`config.mk`:
```
export PLATFORM = sky130hd
export DESIGN_NAME = level_controller
export DESIGN_NICKNAME = d
export VERILOG_FILES = /design/src/rtl/level_controller.sv
export SDC_FILE = /design/constraint.sdc
export NUM_CORES = 1
export LEC_CHECK = 0
export CAP_MARGIN = 20
export CORE_MARGIN = 2
export CORE_UTILIZATION = 40
export CTS_CLUSTER_DIAMETER = 100
export DETAILED_ROUTE_END_ITERATION = 12
export PLACE_DENSITY_LB_ADDON = 0.15
export SKIP_LAST_GASP = 1
export SYNTH_ARGS = -nofsm -noshare
export SYNTH_HDL_FRONTEND = slang
export SYNTH_SLANG_ARGS = --single-unit
```
`constraint.sdc`:
```
create_clock -name clk -period 11 [get_ports clk]
set_input_delay 2.2 -clock clk [delete_from_list [all_inputs] [get_ports clk]]
set_output_delay 2.2 -clock clk [all_outputs]
set_load 0.05 [all_outputs]
```
`src/rtl/level_controller.sv`:
```
// Level controller: WAIT/PLAY/WON game FSM, per-level move-tick period and
// block width, and the move-tick generator that paces the moving row.
module level_controller #(
  parameter int unsigned NUM_LEVELS       = 15,
  parameter int unsigned LEVEL_W          = 4,
  parameter int unsigned PERIOD_W         = 26,
  parameter int unsigned BASE_PERIOD      = 25000000,
  parameter int unsigned PERIOD_STEP      = 1500000,
  parameter int unsigned MIN_PERIOD       = 2000000,
  parameter int unsigned MAX_BLOCKS       = 3,
  parameter int unsigned BLOCK_DROP_EVERY = 5,
  parameter int unsigned BLOCK_W          = 3
) (
  input  logic                clk,
  input  logic                reset,
  input  logic                go,
  input  logic                level_clear,
  input  logic                fail,
  output logic [LEVEL_W-1:0]  level,
  output logic [PERIOD_W-1:0] period,
  output logic [BLOCK_W-1:0]  num_blocks,
  output logic                playing,
  output logic                game_won,
  output logic                move_tick
);

  typedef enum logic [1:0] {StWait, StPlay, StWon} state_e;

  state_e              state_q, state_d;
  logic [LEVEL_W-1:0]  level_q, level_d;
  logic [PERIOD_W-1:0] cnt_q, cnt_d;
  logic                playing_q, game_won_q;
  logic [63:0]         reduction;
  logic [31:0]         drops;
  logic                tick;

  // Period from level, clamped at the floor before the subtraction can wrap.
  always_comb begin
    reduction = 64'(level_q) * 64'(PERIOD_STEP);
    if ((BASE_PERIOD <= MIN_PERIOD) || (reduction >= 64'(BASE_PERIOD - MIN_PERIOD))) begin
      period = PERIOD_W'(MIN_PERIOD);
    end else begin
      period = PERIOD_W'(64'(BASE_PERIOD) - reduction);
    end
  end

  // Block width from level, never below one block.
  always_comb begin
    drops = 32'(level_q) / BLOCK_DROP_EVERY;
    if ((MAX_BLOCKS <= 1) || (drops >= MAX_BLOCKS - 1)) begin
      num_blocks = BLOCK_W'(1);
    end else begin
      num_blocks = BLOCK_W'(MAX_BLOCKS - drops);
    end
  end

  // Tick fires on the last count of each period while playing.
  assign tick = playing_q && (cnt_q == period - PERIOD_W'(1));

  // Next state and level; fail outranks level_clear, inputs ignored where irrelevant.
  always_comb begin
    state_d = state_q;
    level_d = level_q;
    unique case (state_q)
      StWait: begin
        if (go) state_d = StPlay;
      end
      StPlay: begin
        if (fail) begin
          level_d = '0;
          state_d = StWait;
        end else if (level_clear) begin
          if (level_q == LEVEL_W'(NUM_LEVELS - 1)) begin
            state_d = StWon;
          end else begin
            level_d = level_q + LEVEL_W'(1);
            state_d = StWait;
          end
        end
      end
      StWon: begin
        if (go) begin
          level_d = '0;
          state_d = StWait;
        end
      end
      default: state_d = StWait;
    endcase
  end

  // Counter runs only while staying in PLAY, so every entry starts from zero.
  always_comb begin
    cnt_d = '0;
    if ((state_q == StPlay) && (state_d == StPlay) && !tick) begin
      cnt_d = cnt_q + PERIOD_W'(1);
    end
  end

  // State, level, counter and registered state decodes.
  always_ff @(posedge clk) begin
    if (reset) begin
      state_q    <= StWait;
      level_q    <= '0;
      cnt_q      <= '0;
      playing_q  <= 1'b0;
      game_won_q <= 1'b0;
    end else begin
      state_q    <= state_d;
      level_q    <= level_d;
      cnt_q      <= cnt_d;
      playing_q  <= (state_d == StPlay);
      game_won_q <= (state_d == StWon);
    end
  end

  assign level     = level_q;
  assign playing   = playing_q;
  assign game_won  = game_won_q;
  assign move_tick = tick;

endmodule
```
==> impl_metrics.yaml, run 1 <==
layout:
  share_of_final_layout_standard_cells_stronger_than_drive_strength_1: 0.0885
  final_cell_mix: "71 x nand2_1, 58 x nor2_1, 43 x xnor2_1"
  postLayoutCellArea_um2: 5670
  design.final.nets: 719
  finalCoreUtilization: 0.453
  most_frequent_standard_cell_in_the_layout_excluding_fill_and_tap_cells: "nand2_1"
  num_antenna_cells: 0
  flow.area_growth_from_synthesis_pct: 11.3
logic_synthesis:
  seq_area_frac_synth: 0.134
  synth.top_cell.area_share: 0.134
  post_synth_main_area_contributors: "dfxtp_1 13%, ha_1 8.1%, xnor2_1 7.4%"
  synth.lib_cells_used.distinct: 94
  synth_top_family_by_area: "simple AND/OR/NAND/NOR gates"
  synth_ff_type: "dfxtp_1"
  synth.area.mux_share: 0.0177
  synthCells: 666
  syn-cell-area_um2: 5090
  asyncSetResetFlopFracSynth: 0
  synth_warnings: 0
  ys_seq_elements: 34
  yosys.area.top_type: "dfxtp_1"
  synth_area_per_cell_um2: 7.65
  synthAdderAreaFrac: 0.0929
  synth_simple_gate_area_frac: 0.313
  synth_xor_xnor_area_share: 0.134
  synth_compound_gate_area_share: 0.255
  synth_enable_flop_cells: 0
setup_path:
  startpoint_type: "flip-flop"
  timing.critical_path.arrival_ps: 8040
  worst-path-buf-inv: 2
  critical-path-top-cell-by-count: "ha_1"
  crit_slowest_cell: "clkdlybuf4s50_1"
  r2r_cells: 25
  r2r_setup_slack_ps: 3780
  worstReg2RegStart: "level[2]"
  cp.required_ps: 8800
  path_delay_family: "simple AND/OR/NAND/NOR gates"
  reg2reg_to: "cnt_q[11]"
  worst-setup-path-type: "flip-flop to primary output"
  critPathCaptureType: "primary output"
  crit_path_max_incr_delay_ps: 870
  timing.critical_path.fanout_max: 9
timing:
  layout_setup_ws_ps: 756
  grt_setup_unrepaired: "no"
  finalWorstPathRequiredPeriod_ps: 10240
  finalSetupViolCount: 0
  finClkSkew_ps: 6.65
  achievable-frequency_mhz: 97.6
  worstMarginPinSlew_ps: 1070
  max-slew-margin-rel: 0.288
  sum_of_negative_setup_slack_ps: 0
  timing.final.hold_violations: 0
  fin_crit_sh: 0.931
  report.final.slew_viol_count: 0
clock_network:
  tritoncts: "done"
  cts_buffers: 5
  cts.sinks: 34
  cts-htree-levels: 2
  cts.root.buffer_cell: "clkbuf_16"
  ctsResizeCount: 0
  max_buffers_root_to_sink: 2
  worst_setup_hold_path_clk_slew_ps: 60
  cts_post_setup_buffers_inserted: 0
  worstSkewPairLatency_ps: 280
  cts_hold_buf: 0
power_and_ir_drop:
  fin_total_pwr_w: 0.000380
  pwr-share-clk: 0.434
  areal_power_density_over_the_cells_nw_per_um2: 67.0
  power_switching_w: 0.000115
  power.sequential.fraction: 0.331
  leakage_nw: 2.33
  comb_power_share: 0.235
  vdd_drop_max_mv: 0.0785
  internal_power_w: 0.000265
  power.share.switching: 0.303
placed_design:
  area_after_detailed_placement_um2: 5500
  worst_setup_slack_post_dpl_ps: 1130
  finalWeightedCongestion: 0.911
  detailedPlacementHpwl_um: 11900
  port_buffers: 34
floorplanning:
  dieHeight_um: 117
  design.die.area_um2: 13700
  rows: 41
  design.core.area_um2: 12500
  total_i_o_pin_count: 41
  dieWidth_um: 117
  initial_utilization: 0.407
routing:
  drc_errors: 0
  drt_first_pass_iters: 5
  drt-initial-drc-count: 375
  route.vias.total: 5105
  wl_um: 15100
  drt_wl_cell_um: 17.8
  final_antenna_net_count: 0
  avgViaCountPerCell: 6.01
global_route:
  grt_max_degree: 27
  vias_in_the_first_global_route: 4901
  number_of_antenna_violations_at_the_first_check_in_global_routing: 0
  globalRoute.totalOverflow: 0
  grt_pass1_wl_um: 24900
  grt_use_total: 0.227
worst_hold_path:
  min_to: "cnt_q[0]"
  hold_path.class: "flip-flop to flip-flop"
  worstHoldPathCells: 1
  holdCritStartpoint: "cnt_q[0]"
flow_run:
  max_cap_violations: 0
status:
  result_of_the_run: "finished, final reports clean"
==> area by class of cell <==
cell class | instances | area (um2)
well taps | 172 | 215
repair buffers | 37 | 363
flip-flops and latches | 34 | 681
clock buffers | 6 | 139
fillers | 1306 | 6850
clock inverters | 1 | 30.0
inverters | 18 | 67.6
multi-input cells | 582 | 4170
==> per-layer routing <==
layer / track usage / wire, um / vias up
met3: 0.0371 / 831 / 29
met4: 0.0518 / 301 / 0
met5: 0 / 0 / -
li1: - / - / 2471
met2: 0.368 / 6740 / 184
met1: 0.317 / 7230 / 2421
==> Yosys cell counts, drive strengths merged, types with 15 or more instances <==
master and instances:
xor2 24, a21oi 35, inv 18, nor2 68
nand3 32, nor3 18, clkbuf 20, o21ai 27
nand2 72, dfxtp 34, ha 33, buf 17
xnor2 45, nand4 15
==> worst reg2reg max path, stage by stage, from the launching register on <==
cell and delay, ps:
dfxtp_1 540, inv_1 180, ha_1 380, xnor2_1 180, ha_1 190, or2_2 310
ha_1 410, a31oi_4 180, o2bb2ai_4 200, o21bai_1 240, xor2_1 630, a21oi_1 200
o311ai_4 550, nand2_1 240, nand2_1 160, ha_1 260, o211a_1 260, nand3_1 140
nor3_1 330, o2111ai_1 210, or4_1 470, nand3_1 120, nand3_1 120, nor4_4 140
buf_4 340, nor2_1 100
==> worst max-delay path by stage <==
stage	start	end	slack, ps	cells after the start
after floorplan	level[2]	move_tick	950	25
after global placement	level[2]	move_tick	1400	26
after detailed placement	level[2]	move_tick	1130	24
after CTS	level[2]	move_tick	790	24
after global routing	level[2]	move_tick	200	25
final	level[2]	move_tick	760	25
==> registers in the layout, indices dropped and copies added (netlist names) <==
| name | cells |
|---|---|
| playing | 1 |
| state_q | 2 |
| game_won | 1 |
| cnt_q | 26 |
| level | 4 |
==> kinds of logic after synthesis <==
kind of cell / Yosys count
adder cells (fa/ha/maj): 36
flip-flops: 34
multiplexers: 9
XOR/XNOR: 71
buffers and inverters: 55
AO/OA/AOI/OAI: 163
other: 1
AND/OR/NAND/NOR: 297
==> stage by stage <==
step                      cells  hold WS [ps]
after detailed placement    843           491
after CTS                   850           499
after floorplan             671           450
after global placement      843           468
after global routing        850           550
final                       850           488
==> power groups by stage <==
| stage | combinational (W) | clock, W | sequential [W] |
|---|---|---|---|
| 3_3_place_gp | 0.0000877 | 0 | 0.000128 |
| 2_1_floorplan | 0.0000668 | 0 | 0.000129 |
| 5_1_grt | 0.0000962 | 0.000174 | 0.000126 |
| 3_5_place_dp | 0.0000879 | 0 | 0.000128 |
| 4_1_cts | 0.0000884 | 0.000168 | 0.000126 |
| 6_report | 0.0000893 | 0.000165 | 0.000126 |
No activity file was read; power rests on OpenSTA's default activity.
==> inputs of run 2 (changes only) <==
--- a/config.mk
+++ b/config.mk
@@ -10,7 +10,9 @@
 export CORE_UTILIZATION = 40
 export CTS_CLUSTER_DIAMETER = 100
 export DETAILED_ROUTE_END_ITERATION = 12
+export GPL_ROUTABILITY_DRIVEN = 1
 export PLACE_DENSITY_LB_ADDON = 0.15
+export REMOVE_ABC_BUFFERS = 1
 export SKIP_LAST_GASP = 1
 export SYNTH_ARGS = -nofsm -noshare
 export SYNTH_HDL_FRONTEND = slang
==> impl_metrics.yaml, run 2 (synthesis results as in run 1) <==
status:
  result_of_the_run: "finished, final reports clean"
setup_path:
  worst-setup-path-type: "flip-flop to primary output"
  path_delay_family: "compound AO/OA/AOI/OAI gates"
  crit_slowest_cell: "clkdlybuf4s50_1"
  worst-path-buf-inv: 2
  critical-path-top-cell-by-count: "ha_1"
  crit_path_max_incr_delay_ps: 850
  startpoint_type: "flip-flop"
  critPathCaptureType: "primary output"
  timing.critical_path.fanout_max: 9
  timing.critical_path.arrival_ps: 7990
  cp.required_ps: 8800
power_and_ir_drop:
  areal_power_density_over_the_cells_nw_per_um2: 64.0
  leakage_nw: 2.32
  vdd_drop_max_mv: 0.0649
floorplanning:
  design.core.area_um2: 12500
  total_i_o_pin_count: 41
  dieHeight_um: 117
  dieWidth_um: 117
  design.die.area_um2: 13700
  rows: 41
  initial_utilization: 0.407
timing:
  fin_crit_sh: 0.926
  finalSetupViolCount: 0
  achievable-frequency_mhz: 98.1
  finClkSkew_ps: 5.58
  report.final.slew_viol_count: 0
  max-slew-margin-rel: 0.399
  worstMarginPinSlew_ps: 895
  finalWorstPathRequiredPeriod_ps: 10190
  grt_setup_unrepaired: "no"
  timing.final.hold_violations: 0
  sum_of_negative_setup_slack_ps: 0
global_route:
  vias_in_the_first_global_route: 4797
  grt_pass1_wl_um: 24600
  number_of_antenna_violations_at_the_first_check_in_global_routing: 0
  grt_max_degree: 27
  grt_use_total: 0.224
  globalRoute.totalOverflow: 0
clock_network:
  cts_buffers: 5
  cts_post_setup_buffers_inserted: 0
  max_buffers_root_to_sink: 2
  worst_setup_hold_path_clk_slew_ps: 60
  ctsResizeCount: 0
  worstSkewPairLatency_ps: 290
  cts.sinks: 34
  cts.root.buffer_cell: "clkbuf_16"
  tritoncts: "done"
  cts-htree-levels: 2
  cts_hold_buf: 0
routing:
  drt-initial-drc-count: 487
  final_antenna_net_count: 0
  drt_first_pass_iters: 7
  drt_wl_cell_um: 17.5
  wl_um: 14900
  drc_errors: 0
  avgViaCountPerCell: 5.97
  route.vias.total: 5086
layout:
  flow.area_growth_from_synthesis_pct: 11.1
  finalCoreUtilization: 0.452
  design.final.nets: 720
  num_antenna_cells: 0
  share_of_final_layout_standard_cells_stronger_than_drive_strength_1: 0.0912
  most_frequent_standard_cell_in_the_layout_excluding_fill_and_tap_cells: "nand2_1"
  register_with_the_highest_flop_count: "cnt_q"
  final_cell_mix: "71 x nand2_1, 58 x nor2_1, 43 x xnor2_1"
  flip_flop_count_of_the_largest_register_all_copies_and_words_added: 26
placed_design:
  detailedPlacementHpwl_um: 11700
  port_buffers: 34
  finalWeightedCongestion: 0.886
flow_run:
  max_cap_violations: 0
worst_hold_path:
  hold_path.class: "flip-flop to flip-flop"
[run 2: cell types whose count changed in the layout (fill, tap and decap cells not counted)]
| cell | delta |
|---|---|
| clkinvlp_4 | +1 |
| buf_4 | +1 |
| bufinv_16 | -1 |
| clkinv_2 | +1 |
[run 2: where the power goes]
group / total (W) / leakage, nW / internal, W / switching, W
logic: 0.0000894 / 1.97 / 0.0000292 / 0.0000602
registers: 0.000126 / 0.274 / 0.000124 / 0.00000165
clock network: 0.000147 / 0.0729 / 0.0000897 / 0.0000573
total: 0.000362 / 2.32 / 0.000243 / 0.000119
[run 2: area by class of cell]
| class | count | area, um2 |
|---|---|---|
| Multi-Input combinational cell | 582 | 4170 |
| Tap cell | 172 | 215 |
| Clock inverter | 2 | 12.5 |
| Inverter | 18 | 67.6 |
| Sequential cell | 34 | 681 |
| Fill cell | 1290 | 6860 |
| Timing Repair Buffer | 38 | 370 |
| Clock buffer | 6 | 139 |
[run 2: per-layer routing]
layer	GRT usage	share of wire	vias up
met3	0.0314	0.052	23
met2	0.358	0.45	170
met4	0.0643	0.018	0
met5	0	0	-
met1	0.316	0.48	2410
li1	-	-	2483
[run 2: worst paths after layout]
| path | from | endpoint | slack, ps | cells past startpoint |
|---|---|---|---|---|
| worst max-delay path | level[2] | move_tick | 810 | 25 |
| worst min-delay path | cnt_q[0] | cnt_q[0] | 480 | 1 |
| worst max register to register | level[2] | cnt_q[23] | 3790 | 25 |
| worst min register to register | cnt_q[0] | cnt_q[0] | 480 | 1 |
[run 2: stage by stage]
stage	total power (W)	hold slack [ps]	worst slack [ps]	area [um2]	std cells
after floorplan	0.000193	451	970	4910	634
after global placement	0.000216	470	1410	5500	843
after detailed placement	0.000216	476	1190	5500	843
after CTS	0.000365	482	852	5650	851
after global routing	0.000378	510	136	5660	852
final	0.000362	480	811	5660	852
[run 2: worst register-to-register path, cell delays in order, from the launching register on]
cell and delay (ps):
dfxtp_1 520, inv_1 160, ha_1 370, xnor2_1 170
ha_1 180, or2_2 310, ha_1 400, a211o_4 410
a211oi_1 490, nor2_1 100, a311oi_1 300, a21oi_1 180
o311ai_4 560, nand2_1 250, nand2_1 160, ha_1 260
o211a_1 250, nand3_1 160, nor3_1 340, o2111ai_1 220
or4_1 480, nand3_1 130, nand3_1 120, nor4_4 140
buf_4 340, nor3b_1 100
